==> src/rtl/fetch_pkg.sv <==
// fetch_pkg: shared word width, PC step, reset PC default and the
// FIFO entry layout used by the fetch front-end.
package fetch_pkg;
    localparam int WORD_W = 32;
    localparam logic [WORD_W-1:0] PC_INC = 32'd4;
    localparam logic [WORD_W-1:0] DEFAULT_RESET_PC = 32'h0000_0000;

    typedef struct packed {
        logic [WORD_W-1:0] instr;
        logic [WORD_W-1:0] pc_plus4;
    } fetch_entry_t;
endpackage

==> src/rtl/fetch_fifo.sv <==
// fetch_fifo: circular buffer of fetched {instr, pc_plus4} entries
// with push/pop/clear control and full/empty/count status.
module fetch_fifo
    import fetch_pkg::*;
#(
    parameter int DEPTH = 4,
    localparam int PW = $clog2(DEPTH),
    localparam int CW = PW + 1
) (
    input  logic          i_clk,
    input  logic          i_rst_n,
    input  logic          i_push,
    input  logic          i_pop,
    input  logic          i_clear,
    input  fetch_entry_t  i_data,
    output fetch_entry_t  o_head,
    output logic          o_full,
    output logic          o_empty,
    output logic [CW-1:0] o_count
);
    fetch_entry_t r_mem [DEPTH];
    logic [PW-1:0] r_head;
    logic [PW-1:0] r_tail;
    logic [CW-1:0] r_count;

    always_ff @(posedge i_clk) begin
        if (i_push && !i_clear) begin
            r_mem[r_tail] <= i_data;
        end
    end

    always_ff @(posedge i_clk or negedge i_rst_n) begin
        if (!i_rst_n) begin
            r_head  <= '0;
            r_tail  <= '0;
            r_count <= '0;
        end else if (i_clear) begin
            r_head  <= '0;
            r_tail  <= '0;
            r_count <= '0;
        end else begin
            if (i_push) r_tail <= r_tail + PW'(1);
            if (i_pop) r_head <= r_head + PW'(1);
            case ({i_push, i_pop})
                2'b10:   r_count <= r_count + CW'(1);
                2'b01:   r_count <= r_count - CW'(1);
                default: r_count <= r_count;
            endcase
        end
    end

    assign o_head  = r_mem[r_head];
    assign o_full  = (r_count == CW'(DEPTH));
    assign o_empty = (r_count == '0);
    assign o_count = r_count;
endmodule

==> src/rtl/fetch_queue.sv <==
// fetch_queue: PC, fetch credit and redirect control for the IF stage.
// Define FETCH_PERF_EN to add stall/empty/redirect perf counters.
module fetch_queue
    import fetch_pkg::*;
#(
    parameter int DEPTH = 4,
    parameter logic [WORD_W-1:0] RESET_PC = DEFAULT_RESET_PC
) (
    input  logic              Clk,
    input  logic              Reset,
    output logic              imem_req,
    output logic [WORD_W-1:0] imem_addr,
    input  logic [WORD_W-1:0] imem_data,
    input  logic              redirect,
    input  logic [WORD_W-1:0] redirect_pc,
    output logic              out_valid,
    output logic [WORD_W-1:0] out_instr,
    output logic [WORD_W-1:0] out_pc_plus4,
    input  logic              out_ready
`ifdef FETCH_PERF_EN
    ,
    output logic [WORD_W-1:0] stall_cycles,
    output logic [WORD_W-1:0] empty_cycles,
    output logic [WORD_W-1:0] redirect_count
`endif
);
    localparam int CW = $clog2(DEPTH) + 1;

    logic [WORD_W-1:0] r_fetch_pc;
    logic              r_inflight;
    logic              w_push;
    logic              w_pop;
    logic              w_full;
    logic              w_empty;
    logic              w_credit;
    logic              w_issue;
    logic [CW-1:0]     w_count;
    logic [CW-1:0]     w_occ;
    fetch_entry_t      w_head;
    fetch_entry_t      w_entry;

    assign w_pop    = out_valid & out_ready;
    assign w_push   = r_inflight & ~redirect;
    assign w_occ    = w_count + CW'(r_inflight) - CW'(w_pop);
    assign w_credit = w_full ? (w_pop & ~r_inflight)
                             : (w_occ < CW'(DEPTH));
    assign w_issue  = Reset & ~redirect & w_credit;
    // While a word is in flight, r_fetch_pc already holds its PC + 4
    assign w_entry  = '{instr: imem_data, pc_plus4: r_fetch_pc};

    assign imem_req     = w_issue;
    assign imem_addr    = r_fetch_pc;
    assign out_valid    = ~w_empty & ~redirect;
    assign out_instr    = out_valid ? w_head.instr : '0;
    assign out_pc_plus4 = out_valid ? w_head.pc_plus4 : '0;

    always_ff @(posedge Clk or negedge Reset) begin
        if (!Reset) begin
            r_fetch_pc <= RESET_PC;
            r_inflight <= 1'b0;
        end else if (redirect) begin
            r_fetch_pc <= redirect_pc;
            r_inflight <= 1'b0;
        end else begin
            r_inflight <= w_issue;
            if (w_issue) r_fetch_pc <= r_fetch_pc + PC_INC;
        end
    end

    fetch_fifo #(.DEPTH(DEPTH)) u_fifo (
        .i_clk   (Clk),
        .i_rst_n (Reset),
        .i_push  (w_push),
        .i_pop   (w_pop),
        .i_clear (redirect),
        .i_data  (w_entry),
        .o_head  (w_head),
        .o_full  (w_full),
        .o_empty (w_empty),
        .o_count (w_count)
    );

`ifdef FETCH_PERF_EN
    always_ff @(posedge Clk or negedge Reset) begin
        if (!Reset) begin
            stall_cycles   <= '0;
            empty_cycles   <= '0;
            redirect_count <= '0;
        end else begin
            if (out_valid && !out_ready && stall_cycles != '1)
                stall_cycles <= stall_cycles + 32'd1;
            if (!out_valid && !redirect && empty_cycles != '1)
                empty_cycles <= empty_cycles + 32'd1;
            if (redirect && redirect_count != '1)
                redirect_count <= redirect_count + 32'd1;
        end
    end
`endif
endmodule

==> config.mk <==
export PLATFORM = sky130hd
export DESIGN_NAME = fetch_queue
export DESIGN_NICKNAME = d
export VERILOG_FILES = /design/src/rtl/fetch_pkg.sv /design/src/rtl/fetch_fifo.sv /design/src/rtl/fetch_queue.sv
export SDC_FILE = /design/constraint.sdc
export NUM_CORES = 1
export LEC_CHECK = 0
export CORE_ASPECT_RATIO = 0.8
export CORE_UTILIZATION = 50
export DETAILED_ROUTE_END_ITERATION = 8
export MAX_ROUTING_LAYER = met4
export PLACE_DENSITY_LB_ADDON = 0.12
export SLEW_MARGIN = 25
export SYNTH_ARGS = -nofsm -noshare
export SYNTH_HDL_FRONTEND = slang
export SYNTH_SLANG_ARGS = --single-unit
==> constraint.sdc <==
create_clock -name Clk -period 3.4 [get_ports Clk]
set_input_delay 0.68 -clock Clk [delete_from_list [all_inputs] [get_ports Clk]]
set_output_delay 0.68 -clock Clk [all_outputs]
set_load 0.005 [all_outputs]
After elaboration in Yosys (flattened, before gate mapping)
Memories as Yosys holds them, arrays and structs flattened.
Index checks and enable logic that the tools add are counted.
{"block": "op_classes", "muxes": 14, "eq_ne": 3, "mul": 0, "n_reduce_logical": 7, "magnitude_cmp": 1, "addsub": 7, "shifts": 0, "div_mod_pow": 0, "n_bitwise": 9}
{"operator": "$mux W32", "count": 4}
{"operator": "$add A32 B3 Y32 const B", "count": 1}
{"operator": "$mux W2", "count": 4}
{"operator": "$and A1 B1 Y1", "count": 6}
{"operator": "$pmux W3 S2", "count": 1}
{"operator": "$reduce_bool A2 Y1", "count": 3}
{"operator": "$add A2 B1 Y2 const B", "count": 2}
{"operator": "$mux W1", "count": 4}
{"operator": "$add A3 B1 Y3", "count": 1}
{"operator": "$add A3 B1 Y3 const B", "count": 1}
{"operator": "$eq A3 B3 Y1 const B", "count": 1}
{"operator": "$logic_not A3 Y1", "count": 1}
{"operator": "$lt A3 B3 Y1 const B", "count": 1}
{"operator": "$mux W3", "count": 1}
{"operator": "$not A1 Y1", "count": 3}
{"operator": "$reduce_bool A3 Y1", "count": 1}
{"operator": "$sub A3 B1 Y3", "count": 1}
{"operator": "$sub A3 B1 Y3 const B", "count": 1}
{"operator": "$eq A2 B1 Y1 const B", "count": 1}
{"operator": "$eq A2 B2 Y1 const B", "count": 1}
{"operator": "$logic_and A1 B1 Y1", "count": 1}
{"operator": "$logic_not A1 Y1", "count": 1}
{"block": "totals", "latch_bits": 0, "mem_bits_rw": 256, "mem_bits_ro": 0, "ff_bits": 40, "out_inout_bits": 98, "memories": 1}
{"memory": "u_fifo.r_mem", "words": 4, "word_bits": 64, "rd": 1, "rd_clocked_by_memory_dff": 0, "write_ports": 1, "line_no": "fetch_fifo.sv:21", "source": "fetch_entry_t r_mem [DEPTH];"}

Depth between registers and ports, before layout
Gate-level depths: netlist (run 1).
{"block": "logic_depth", "word_depth": 10, "mapped_depth": 14, "mapped_depth_nobuf": 11}

By module
A second synthesis (run 1) with hierarchy kept.
{"block": "unflattened", "hier_cells": 681, "area_unflattened_um2": 12219.2}
{"mod": "fetch_fifo", "area_each_um2": 9669.3, "n_inst": 1, "cells_each": 377, "seq_area_each_um2": 7862.5}
{"mod": "fetch_queue", "area_each_um2": 2549.9, "n_inst": 1, "cells_each": 304, "seq_area_each_um2": 825.8}

Worst setup path after synthesis (run 1)
OpenSTA, ideal clock, no wires.
{"block": "synth_path", "path_type": "input -> output", "from": "in redirect", "to": "out imem_req", "path_stages": 11, "path_slack_ns": -0.004, "t_arrival_ns": 2.724, "required_ns": 2.720, "path_cell_list": "clkbuf_1 -> inv_1 -> nand3_1 -> inv_1 -> ha_1 -> inv_1 -> ha_1 -> nand3b_1 -> a311o_1 -> a41oi_1 -> nor2_1"}
{"block": "synth_via", "elab_chain_len": 7, "elab_cells_between_ends": 9, "cone_classes": "1 x add/sub; 1 x order compare; 1 x mux; 6 x bitwise"}
{"element": "start: declaration", "line_no": "fetch_queue.sv:14", "source": "input logic redirect,"}
{"element": "$not A1 Y1 *", "line_no": "fetch_queue.sv:47, fetch_queue.sv:53"}
{"element": "$and A1 B1 Y1", "line_no": "fetch_queue.sv:53", "source": "assign out_valid = ~w_empty & ~redirect;"}
{"element": "$and A1 B1 Y1", "line_no": "fetch_queue.sv:42", "source": "assign w_pop = out_valid & out_ready;"}
{"element": "$sub A3 B1 Y3", "line_no": "fetch_queue.sv:44", "source": "assign w_occ = w_count + CW'(r_inflight) - CW'(w_pop);"}
{"element": "$lt A3 B3 Y1", "line_no": "fetch_queue.sv:46", "source": ": (w_occ < CW'(DEPTH));"}
{"element": "$mux W1", "line_no": "fetch_queue.sv:45", "source": "assign w_credit = w_full ? (w_pop & ~r_inflight)"}
{"element": "$and A1 B1 Y1 *", "line_no": "fetch_queue.sv:47", "source": "assign w_issue = Reset & ~redirect & w_credit;"}
{"element": "end: declaration", "line_no": "fetch_queue.sv:11", "source": "output logic imem_req,"}
Every way passes the cells marked *; elsewhere a longest branch is shown, timed or not.

Worst setup path after layout (run 1)
{"block": "layout_path", "from": "reg u_fifo.r_count[0], in the netlist u_fifo.o_count[0]", "to": "out imem_req"}
{"block": "layout_via", "elab_chain_len": 8, "elab_cells_between_ends": 11, "cone_classes": "2 x add/sub; 1 x order compare; 1 x eq/ne; 1 x mux; 5 x bitwise; 1 x reduce/logical"}
{"element": "start: declaration", "line_no": "fetch_fifo.sv:24", "source": "logic [CW-1:0] r_count;"}
{"element": "start signal: assignment", "line_no": "fetch_fifo.sv:45", "source": "2'b10: r_count <= r_count + CW'(1);"}
{"element": "start signal: assignment", "line_no": "fetch_fifo.sv:46", "source": "2'b01: r_count <= r_count - CW'(1);"}
{"element": "start signal: assignment", "line_no": "fetch_fifo.sv:47", "source": "default: r_count <= r_count;"}
{"element": "$logic_not A3 Y1", "line_no": "fetch_fifo.sv:54", "source": "assign o_empty = (r_count == '0);"}
{"element": "$not A1 Y1", "line_no": "fetch_queue.sv:53"}
{"element": "$and A1 B1 Y1", "line_no": "fetch_queue.sv:53"}
{"element": "$and A1 B1 Y1", "line_no": "fetch_queue.sv:42"}
{"element": "$sub A3 B1 Y3", "line_no": "fetch_queue.sv:44"}
{"element": "$lt A3 B3 Y1", "line_no": "fetch_queue.sv:46"}
{"element": "$mux W1 *", "line_no": "fetch_queue.sv:45"}
{"element": "$and A1 B1 Y1 *", "line_no": "fetch_queue.sv:47"}
Marked as above.

==> results of run 1 <==
how the worst min path moves through the flow:
stage / start / endpoint / slack (ns) / cells past startpoint
after global placement: imem_addr[1] / u_fifo.r_mem[0][1] / 0.51 / 0
final: Reset / u_fifo.o_count[0] / 0.55 / 2
after detailed placement: imem_addr[0] / u_fifo.r_mem[2][0] / 0.55 / 0
after global routing: Reset / u_fifo.r_head[0] / 0.57 / 2
after floorplan: Reset / imem_addr[0] / 0.38 / 0
after CTS: Reset / u_fifo.o_count[0] / 0.54 / 2
per-layer routing:
metal / wire [um] / part of all wire
met1: 12400 / 0.44
met2: 13800 / 0.49
met3: 1640 / 0.058
met4: 447 / 0.016
met5: 0 / 0
flip-flops by register name, indices dropped and copies added (netlist names):
signal,cells
u_fifo.r_mem,256
imem_addr,32
u_fifo.o_count,3
u_fifo.r_head,2
u_fifo.r_tail,2
r_inflight,1
kinds of logic (layout without fill, tap and decap cells):
group | count (synthesis) | in the layout
AO/OA/AOI/OAI | 74 | 74
XOR/XNOR | 4 | 4
adder cells (fa/ha/maj) | 8 | 8
buffers and inverters | 60 | 291
flip-flops | 296 | 296
multiplexers | 70 | 70
other | 0 | 1
AND/OR/NAND/NOR | 200 | 200
synth_stat cells, types with 3 or more instances:
master     count  area share
and3_1        65       0.033
nand2b_1       5      0.0026
mux4_2        64        0.12
nor2b_1        3      0.0015
nor2_1        36       0.011
buf_2          3      0.0012
a2111oi_0      3      0.0022
nand2_1       23      0.0071
a21oi_1        3      0.0012
nand4_1        7      0.0036
dfrtp_1       40       0.082
clkbuf_1      39       0.012
or4_1         11      0.0068
or3_1         11      0.0056
ha_1           7      0.0072
nor4_1         5      0.0026
nand3_1       11      0.0045
mux2i_1        3      0.0025
o21ai_0       17      0.0070
mux2_2         3      0.0028
edfxtp_1     256        0.63
inv_1         16      0.0049
a31oi_1       26       0.013
and2_1         5      0.0026
o31ai_1       12      0.0074
power by group through the flow:
stage               clock network [W]  registers, W  logic [W]
floorplan                           0       0.00429   0.000703
global placement                    0       0.00437    0.00133
detailed placement                  0       0.00438    0.00135
CTS                           0.00363       0.00429    0.00139
global route                  0.00378       0.00429    0.00157
finish                        0.00359       0.00427    0.00146
what timing repair did:
action / CTS / global route
buffers inserted: 1 / 10
hold endpoints to repair: 4 / 0
pin swaps: 3 / 1
gates resized for setup: 7 / 8
endpoints found under the setup margin: 49 / 25
hold buffers: 1 / 0
placed cells by master, fill, tap and decap left out, types with 17 or more instances in the layout:
cell             count
clkbuf_16           31
a31oi_1             24
nand2_1             23
buf_4               40
edfxtp_1           256
dfrtp_1             38
nor2_1              36
and3_1              65
clkdlybuf4s50_1    163
o21ai_0             17
mux4_2              64
worst max-delay path, cell delays in order, from the launching register on:
cell and delay, ns:
dfrtp_1 0.38, or3_4 0.39, nand3_2 0.09, inv_1 0.05
ha_1 0.29, nand3b_1 0.26, a311o_1 0.37, a41oi_2 0.19
nor2_1 0.06, clkbuf_2 0.12
area by class of cell:
cell class	instances	area, um2
diodes	1	2.50
clock buffers	41	833
clock inverters	15	255
fillers	1579	7840
inverters	16	61.3
multi-input cells	356	3370
flip-flops and latches	296	8700
well taps	312	390
repair buffers	219	2200
metrics by stage:
stage | setup WS (ns) | power [W] | area, um2 | std cells
global route | -0.135 | 0.00964 | 15800 | 1256
CTS | -0.108 | 0.00932 | 15700 | 1245
global placement | -0.402 | 0.00570 | 14600 | 1187
finish | -0.0355 | 0.00931 | 15800 | 1256
floorplan | -0.00354 | 0.00499 | 12200 | 712
detailed placement | -0.421 | 0.00573 | 14600 | 1187
==> metrics.cfg, run 1 <==
[global_routing]
grt_overflow=0
grt_max_degree=67
met3_usage=0.0327
gr-usage-met2=0.373
antenna_found_initial=1
met1_usage=0.334
grt.busiest_layer=met2
grt_pass1_wl_um=43500
grt_usage=0.236
grt_pass1_vias=7604

[pwr]
ir_drop_mv=0.380
switching_share=0.231
pwr-share-comb=0.156
p_clk_frac=0.385
p_seq_frac=0.459
powerDensity_nw_per_um2=589
p_int_w=0.00716
switching_power_w=0.00215
total_leakage_power_nw=5.45

[sta]
hold_ws_ns=0.551
max_slew.worst_pin.slew_ns=0.690
fmax_ghz=0.291
rsz0062_at_grt=yes
slew_viol_final=0
setup_tns_ns=-0.0355
hold_viol=0
layout_min_cycle_time_ns=3.44
worst_slack_ns=-0.0355
slew_headroom=0.540
clock_skew_ns=0.0247
fin_crit_sh=1.01
setup_viol=1

[synth]
synth_edf_count=256
yosys_warnings=0
syn_area_per_cell_um2=17.1
synth_top_family_by_area=multiplexers
synth_compound_area_frac=0.0403
synth_top_flop_cell=edfxtp_1
synth_nets=788
synth-simple-area-share=0.0945
async_reset_ff_frac=0.135
yosys.area_share.adder=0.00881
synthMuxAreaShare=0.123
synth-seq-cells=296
synth_xor_area_frac=0.00287
yosysSeqAreaShare=0.712
syn_area_um2=12200
synthCells=712
ys_types=53

[clocking]
cts_made_buffers=30
clkSinkCount=296
worstSkewPairLatency_ns=0.55
htree_levels=1
cts_tree=built
clkTransAtPathRegs_ns=0.07
clock_path_buffers=3
cts_root_buffer=clkbuf_16

[placed_design]
gp_congestion=0.870
dp_hpwl_um=17100
port_buffers=165

[floorplan]
die-area_um2=25100
start_util=0.516
rows=50
num_io_pins=166
dieWidth_um=177
die_y_um=142
core_region_area_um2=23600

[outcome]
violations=negative setup slack
status=finished with violations

[hold_path]
worstHoldPathType=in2async

[final_layout]
drive_above_1_share=0.208
finalNetCount=995
fin_util=0.668
synthToLayoutAreaGrowth_pct=29.4

[route]
drt-pass1-iter-count=5
wirelength_um=28300
routed-via-count=7424
wl_per_cell_um=22.5
vias_per_cell=5.91
remaining_drc_errors=0
ant_nets=0
drt_iter0_drc=481

[critical_path]
cp-start-kind=flip-flop
critPathLaunch=u_fifo.o_count[0]
required_ns=2.72
worstSetupEndpoint=imem_req
crit_type=reg2out
endpoint_kind=output pin
worstReg2RegStart=u_fifo.o_count[0]
r2r-end=imem_addr[21]
rrSetupSlack_ns=0.13
cp_max_fo=3
rr_worst_depth=13
critPathArrivalTime_ns=2.76

[flow_run]
drv_cap=0

No activity file was read; power rests on OpenSTA's default activity.
==> inputs of run 2 (changes only) <==
--- a/config.mk
+++ b/config.mk
@@ -5,7 +5,7 @@
 export SDC_FILE = /design/constraint.sdc
 export NUM_CORES = 1
 export LEC_CHECK = 0
-export CORE_ASPECT_RATIO = 0.8
+export CORE_MARGIN = 4
 export CORE_UTILIZATION = 50
 export DETAILED_ROUTE_END_ITERATION = 8
 export MAX_ROUTING_LAYER = met4
==> run 2 against run 1 <==
The flow still finishes with violations (negative setup slack). Sequential power hardly changed. Non-clock buffer count stayed put. Combinational power hardly changed. Worst setup slack worse by 0.026 ns.
==> metrics.cfg, run 2 (synthesized netlist as in run 1, its figures left out) <==
[outcome]
status=finished with violations  ; unchanged
violations=negative setup slack  ; unchanged

[floorplan]
die_y_um=164  ; was 142 um
rows=56  ; was 50
num_io_pins=166  ; unchanged
die-area_um2=27000  ; was 25,100 um2
core_region_area_um2=23800  ; was 23,600 um2
start_util=0.514  ; was 0.516
dieWidth_um=164  ; was 177 um

[final_layout]
finalNetCount=996  ; was 995
final_cell_mix=256 x edfxtp_1, 162 x clkdlybuf4s50_1, 65 x and3_1  ; was 256 x edfxtp_1, 163 x clkdlybuf4s50_1, 65 x and3_1
diodes=0  ; was 1
layout_commonest_cell=edfxtp_1  ; unchanged
synthToLayoutAreaGrowth_pct=28.9  ; was 29.4%
fillers=1633  ; was 1,579
drive_above_1_share=0.206  ; was 0.208
max_flop_register=u_fifo.r_mem  ; unchanged
layout.cells.non_filler=1261  ; was 1,256
final_area_um2=15700  ; was 15,800 um2
largest_reg_flops=256  ; unchanged
fin_util=0.662  ; was 0.668

[clocking]
cts_tree=built  ; unchanged
clkTransAtPathRegs_ns=0.06  ; was 0.07 ns
cts_root_buffer=clkbuf_16  ; unchanged
worstSkewPairLatency_ns=0.54  ; was 0.55 ns
cts_made_buffers=31  ; was 30
htree_levels=1  ; unchanged
clock_path_buffers=3  ; unchanged
clkSinkCount=296  ; unchanged

[placed_design]
pre_cts_slack_ns=-0.499  ; was -0.421 ns
port_buffers=165  ; unchanged
dp_hpwl_um=17600  ; was 17,100 um
gp_congestion=0.827  ; was 0.870
dp_cells=1197  ; was 1,187
placed_area_um2=14600  ; about the same

[sta]
setup_viol=1  ; unchanged
worst_slack_ns=-0.0616  ; was -0.0355 ns
clock_skew_ns=0.0142  ; was 0.0247 ns
fin_crit_sh=1.02  ; was 1.01
max_slew.worst_pin.slew_ns=0.606  ; was 0.690 ns
setup_tns_ns=-0.0616  ; was -0.0355 ns
hold_viol=0  ; unchanged
rsz0062_at_grt=yes  ; unchanged
fmax_ghz=0.289  ; was 0.291 GHz
layout_min_cycle_time_ns=3.46  ; was 3.44 ns
slew_headroom=0.596  ; was 0.540
slew_viol_final=0  ; unchanged

[pwr]
powerDensity_nw_per_um2=571  ; was 589 nW/um2
ir_drop_mv=0.637  ; was 0.380 mV
total_leakage_power_nw=5.41  ; was 5.45 nW

[critical_path]
crit_type=reg2out  ; unchanged
cp-start-kind=flip-flop  ; unchanged
cp_max_fo=3  ; unchanged
critPathArrivalTime_ns=2.78  ; was 2.76 ns
required_ns=2.72  ; about the same
endpoint_kind=output pin  ; unchanged

[flow_run]
drv_cap=0  ; unchanged

[route]
drt-pass1-iter-count=6  ; was 5
drt_iter0_drc=557  ; was 481
wl_per_cell_um=22.0  ; was 22.5 um
wirelength_um=27700  ; was 28,300 um
vias_per_cell=5.78  ; was 5.91
remaining_drc_errors=0  ; unchanged
ant_nets=0  ; unchanged
routed-via-count=7286  ; was 7,424

[global_routing]
grt_pass1_vias=7578  ; was 7,604
grt_usage=0.212  ; was 0.236
grt_pass1_wl_um=43000  ; was 43,500 um
antenna_found_initial=0  ; was 1
grt_max_degree=67  ; unchanged
grt_overflow=0  ; unchanged

[hold_path]
worstHoldPathType=in2async  ; unchanged

[run 2: power by group]
| part | switching (W) | leakage, nW | internal [W] | total [W] |
|---|---|---|---|---|
| combinational | 0.000641 | 2.15 | 0.000789 | 0.00143 |
| sequential | 0.000148 | 2.77 | 0.00411 | 0.00426 |
| clock | 0.00130 | 0.484 | 0.00199 | 0.00329 |
| total | 0.00209 | 5.41 | 0.00689 | 0.00898 |
[run 2: what timing repair did]
| item | in CTS | in global routing |
|---|---|---|
| setup buffers | 5 | 3 |
| pin swaps | 6 | 6 |
| endpoints found under the setup margin | 70 | 66 |
| gates resized for setup | 14 | 15 |
| hold endpoints to repair | 2 | 0 |
| hold buffers | 1 | 0 |
[run 2: worst paths after layout]
path | startpoint | end | slack [ns] | depth (start not counted)
max | u_fifo.o_count[0] | imem_req | -0.06 | 11
min | Reset | imem_addr[1] | 0.49 | 2
max reg2reg | u_fifo.o_count[0] | imem_addr[21] | 0.17 | 15
min reg2reg | imem_addr[0] | u_fifo.r_mem[0][0] | 0.55 | 0
max in group asynchronous | Reset | u_fifo.r_head[0] | 2.31 | 3
min in group Clk | imem_addr[0] | u_fifo.r_mem[0][0] | 0.55 | 0
[run 2: layer usage]
layer | vias to the layer above | wire length, um | share of wire | track usage
li1 | 3291 | - | - | -
met1 | 3696 | 11400 | 0.41 | 0.288
met2 | 262 | 14000 | 0.51 | 0.352
met3 | 37 | 1800 | 0.065 | 0.0299
met4 | 0 | 450 | 0.016 | 0.0396
met5 | - | 0 | 0 | -
[run 2: final cells by class]
class | count | area, um2 | share of cell area
inverters | 16 | 66.3 | 0.00421
repair buffers | 219 | 2170 | 0.138
multi-input cells | 356 | 3410 | 0.217
clock buffers | 41 | 823 | 0.0523
clock inverters | 14 | 168 | 0.0107
flip-flops and latches | 296 | 8700 | 0.553
well taps | 319 | 399 | 0.0254
[run 2: critical path, cell delays in order, from the launching register on]
cell and delay [ns]:
dfrtp_1 0.39, or3_4 0.42, nand3_4 0.11, inv_4 0.04
ha_4 0.15, inv_4 0.05, ha_4 0.12, nand3b_1 0.15
a311o_1 0.42, a41oi_2 0.19, nor2_1 0.06, buf_2 0.14
[run 2: per-stage QoR]
step	power (W)	hold WS, ns
floorplan	0.00499	0.384
global placement	0.00566	0.496
detailed placement	0.00571	0.500
CTS	0.00904	0.460
global route	0.00935	0.497
finish	0.00898	0.486
==> inputs of run 3 (changes only) <==
--- a/config.mk
+++ b/config.mk
@@ -10,6 +10,7 @@
 export DETAILED_ROUTE_END_ITERATION = 8
 export MAX_ROUTING_LAYER = met4
 export PLACE_DENSITY_LB_ADDON = 0.12
+export SKIP_LAST_GASP = 1
 export SLEW_MARGIN = 25
 export SYNTH_ARGS = -nofsm -noshare
 export SYNTH_HDL_FRONTEND = slang
==> run 3 against run 2 <==
The run still ends with negative setup slack left. First-iteration DRC count is the same. Via count is essentially flat. Cell count is the same. Clock-buffer cell count is the same. Fmax shrank 0.78%. Die area is the same. Sequential share of layout area grew 0.062 points. Combinational power is essentially flat. Global-route usage is the same. Total power is essentially flat. Design area shrank 0.11%. Critical endpoint unchanged. Largest cell class unchanged.
==> metrics.cfg, run 3 (synthesized netlist as in run 1, its figures left out) <==
[outcome]
status=finished with violations  ; unchanged
violations=negative setup slack  ; unchanged

[final_layout]
diodes=0  ; unchanged
max_flop_register=u_fifo.r_mem  ; unchanged
fillers=1635  ; was 1,633
largest_reg_flops=256  ; unchanged
final_cell_mix=256 x edfxtp_1, 162 x clkdlybuf4s50_1, 65 x and3_1  ; unchanged
synthToLayoutAreaGrowth_pct=28.7  ; was 28.9%
layout_commonest_cell=edfxtp_1  ; unchanged
drive_above_1_share=0.205  ; was 0.206
finalNetCount=996  ; unchanged
fin_util=0.662  ; about the same
layout.cells.non_filler=1261  ; unchanged

[floorplan]
die-area_um2=27000  ; unchanged
num_io_pins=166  ; unchanged
die_y_um=164  ; unchanged
core_region_area_um2=23800  ; unchanged
dieWidth_um=164  ; unchanged
start_util=0.514  ; unchanged
rows=56  ; unchanged

[clocking]
cts_root_buffer=clkbuf_16  ; unchanged
cts_made_buffers=31  ; unchanged
clock_path_buffers=3  ; unchanged
worstSkewPairLatency_ns=0.54  ; about the same
htree_levels=1  ; unchanged
clkSinkCount=296  ; unchanged
clkTransAtPathRegs_ns=0.06  ; about the same
cts_tree=built  ; unchanged

[sta]
rsz0062_at_grt=yes  ; unchanged
clock_skew_ns=0.0172  ; was 0.0142 ns
max_slew.worst_pin.slew_ns=0.605  ; was 0.606 ns
slew_viol_final=0  ; unchanged
fmax_ghz=0.287  ; was 0.289 GHz
worst_slack_ns=-0.0888  ; was -0.0616 ns
hold_viol=0  ; unchanged
fin_crit_sh=1.03  ; was 1.02
layout_min_cycle_time_ns=3.49  ; was 3.46 ns
slew_headroom=0.596  ; about the same
setup_viol=1  ; unchanged

[route]
wirelength_um=27900  ; was 27,700 um
wl_met3_um=1800  ; about the same
met2_length_um=14200  ; was 14,000 um
wl_per_cell_um=22.1  ; was 22.0 um
highest_layer=met4  ; unchanged
ant_nets=0  ; unchanged
routed-via-count=7281  ; was 7,286
drt-pass1-iter-count=5  ; was 6
drt-met1-wl_um=11500  ; was 11,400 um
drt_iter0_drc=557  ; unchanged
vias_per_cell=5.77  ; was 5.78
remaining_drc_errors=0  ; unchanged

[global_routing]
grt_overflow=0  ; unchanged
grt_pass1_wl_um=43000  ; unchanged
grt_pass1_vias=7578  ; unchanged
grt_usage=0.212  ; unchanged
grt_max_degree=67  ; unchanged
antenna_found_initial=0  ; unchanged

[pwr]
total_leakage_power_nw=5.40  ; was 5.41 nW
powerDensity_nw_per_um2=572  ; was 571 nW/um2
ir_drop_mv=0.637  ; about the same

[critical_path]
endpoint_kind=output pin  ; unchanged
cp_max_fo=3  ; unchanged
required_ns=2.72  ; about the same
critPathArrivalTime_ns=2.81  ; was 2.78 ns
crit_type=reg2out  ; unchanged
cp-start-kind=flip-flop  ; unchanged

[flow_run]
drv_cap=0  ; unchanged

[placed_design]
dp_hpwl_um=17600  ; unchanged
port_buffers=165  ; unchanged
gp_congestion=0.827  ; unchanged
dp_cells=1197  ; unchanged

[hold_path]
worstHoldPathType=in2async  ; unchanged

[run 3: cell types whose count changed in the layout (fill, tap and decap cells not counted)]
cell,delta
a2111oi_1,+1
a2111oi_4,-1
[run 3: repair_timing]
action                                 4_1_cts  5_1_grt
setup endpoints to repair                   70       68
pin swaps                                    5        6
gates resized for setup                     14       13
hold buffers                                 1        0
setup buffers                                5        3
endpoints found under the hold margin        2        0
[run 3: worst max-delay path, cell delays in order (launching register included)]
cell and delay (ns):
dfrtp_1 0.40, or3_4 0.41, nand3_4 0.11, inv_4 0.04, ha_4 0.16, inv_4 0.05
ha_4 0.12, nand3b_1 0.15, a311o_1 0.43, a41oi_2 0.20, nor2_1 0.06, buf_2 0.14
[run 3: routing by layer]
| layer | vias up | GRT usage |
|---|---|---|
| met1 | 3696 | 0.288 |
| li1 | 3296 | - |
| met2 | 254 | 0.352 |
| met3 | 35 | 0.0299 |
| met5 | - | - |
| met4 | 0 | 0.0396 |
[run 3: final timing paths]
check	slack, ns	cells after the start	end	from
max	-0.09	11	imem_req	u_fifo.o_count[0]
max reg2reg	0.01	15	imem_addr[8]	u_fifo.o_count[0]
min in group Clk	0.55	0	u_fifo.r_mem[3][0]	imem_addr[0]
min	0.49	2	imem_addr[1]	Reset
min reg2reg	0.55	0	u_fifo.r_mem[3][0]	imem_addr[0]
max in group asynchronous	2.31	3	u_fifo.r_head[0]	Reset
[run 3: layout make-up]
class	instances	area, um2	area share
Clock inverter	14	168	0.0107
Inverter	16	66.3	0.00422
Tap cell	319	399	0.0254
Clock buffer	41	823	0.0524
Timing Repair Buffer	219	2170	0.138
Multi-Input combinational cell	356	3390	0.216
Sequential cell	296	8700	0.553
[run 3: through the flow]
| step | setup TNS, ns | power [W] | area, um2 | worst slack (ns) | hold WS, ns |
|---|---|---|---|---|---|
| finish | -0.0888 | 0.00898 | 15700 | -0.0888 | 0.489 |
| global route | -0.411 | 0.00935 | 15700 | -0.208 | 0.497 |
| CTS | -0.00897 | 0.00904 | 15600 | -0.00897 | 0.460 |
| detailed placement | -23.40 | 0.00571 | 14600 | -0.499 | 0.500 |
| global placement | -14.88 | 0.00566 | 14600 | -0.408 | 0.496 |
| floorplan | -0.00354 | 0.00499 | 12200 | -0.00354 | 0.384 |
[run 3: report_power, final]
part           internal, W  total [W]  switching [W]
sequential         0.00411    0.00426       0.000148
combinational     0.000787    0.00143       0.000640
clock              0.00199    0.00329        0.00130
total              0.00689    0.00898        0.00209
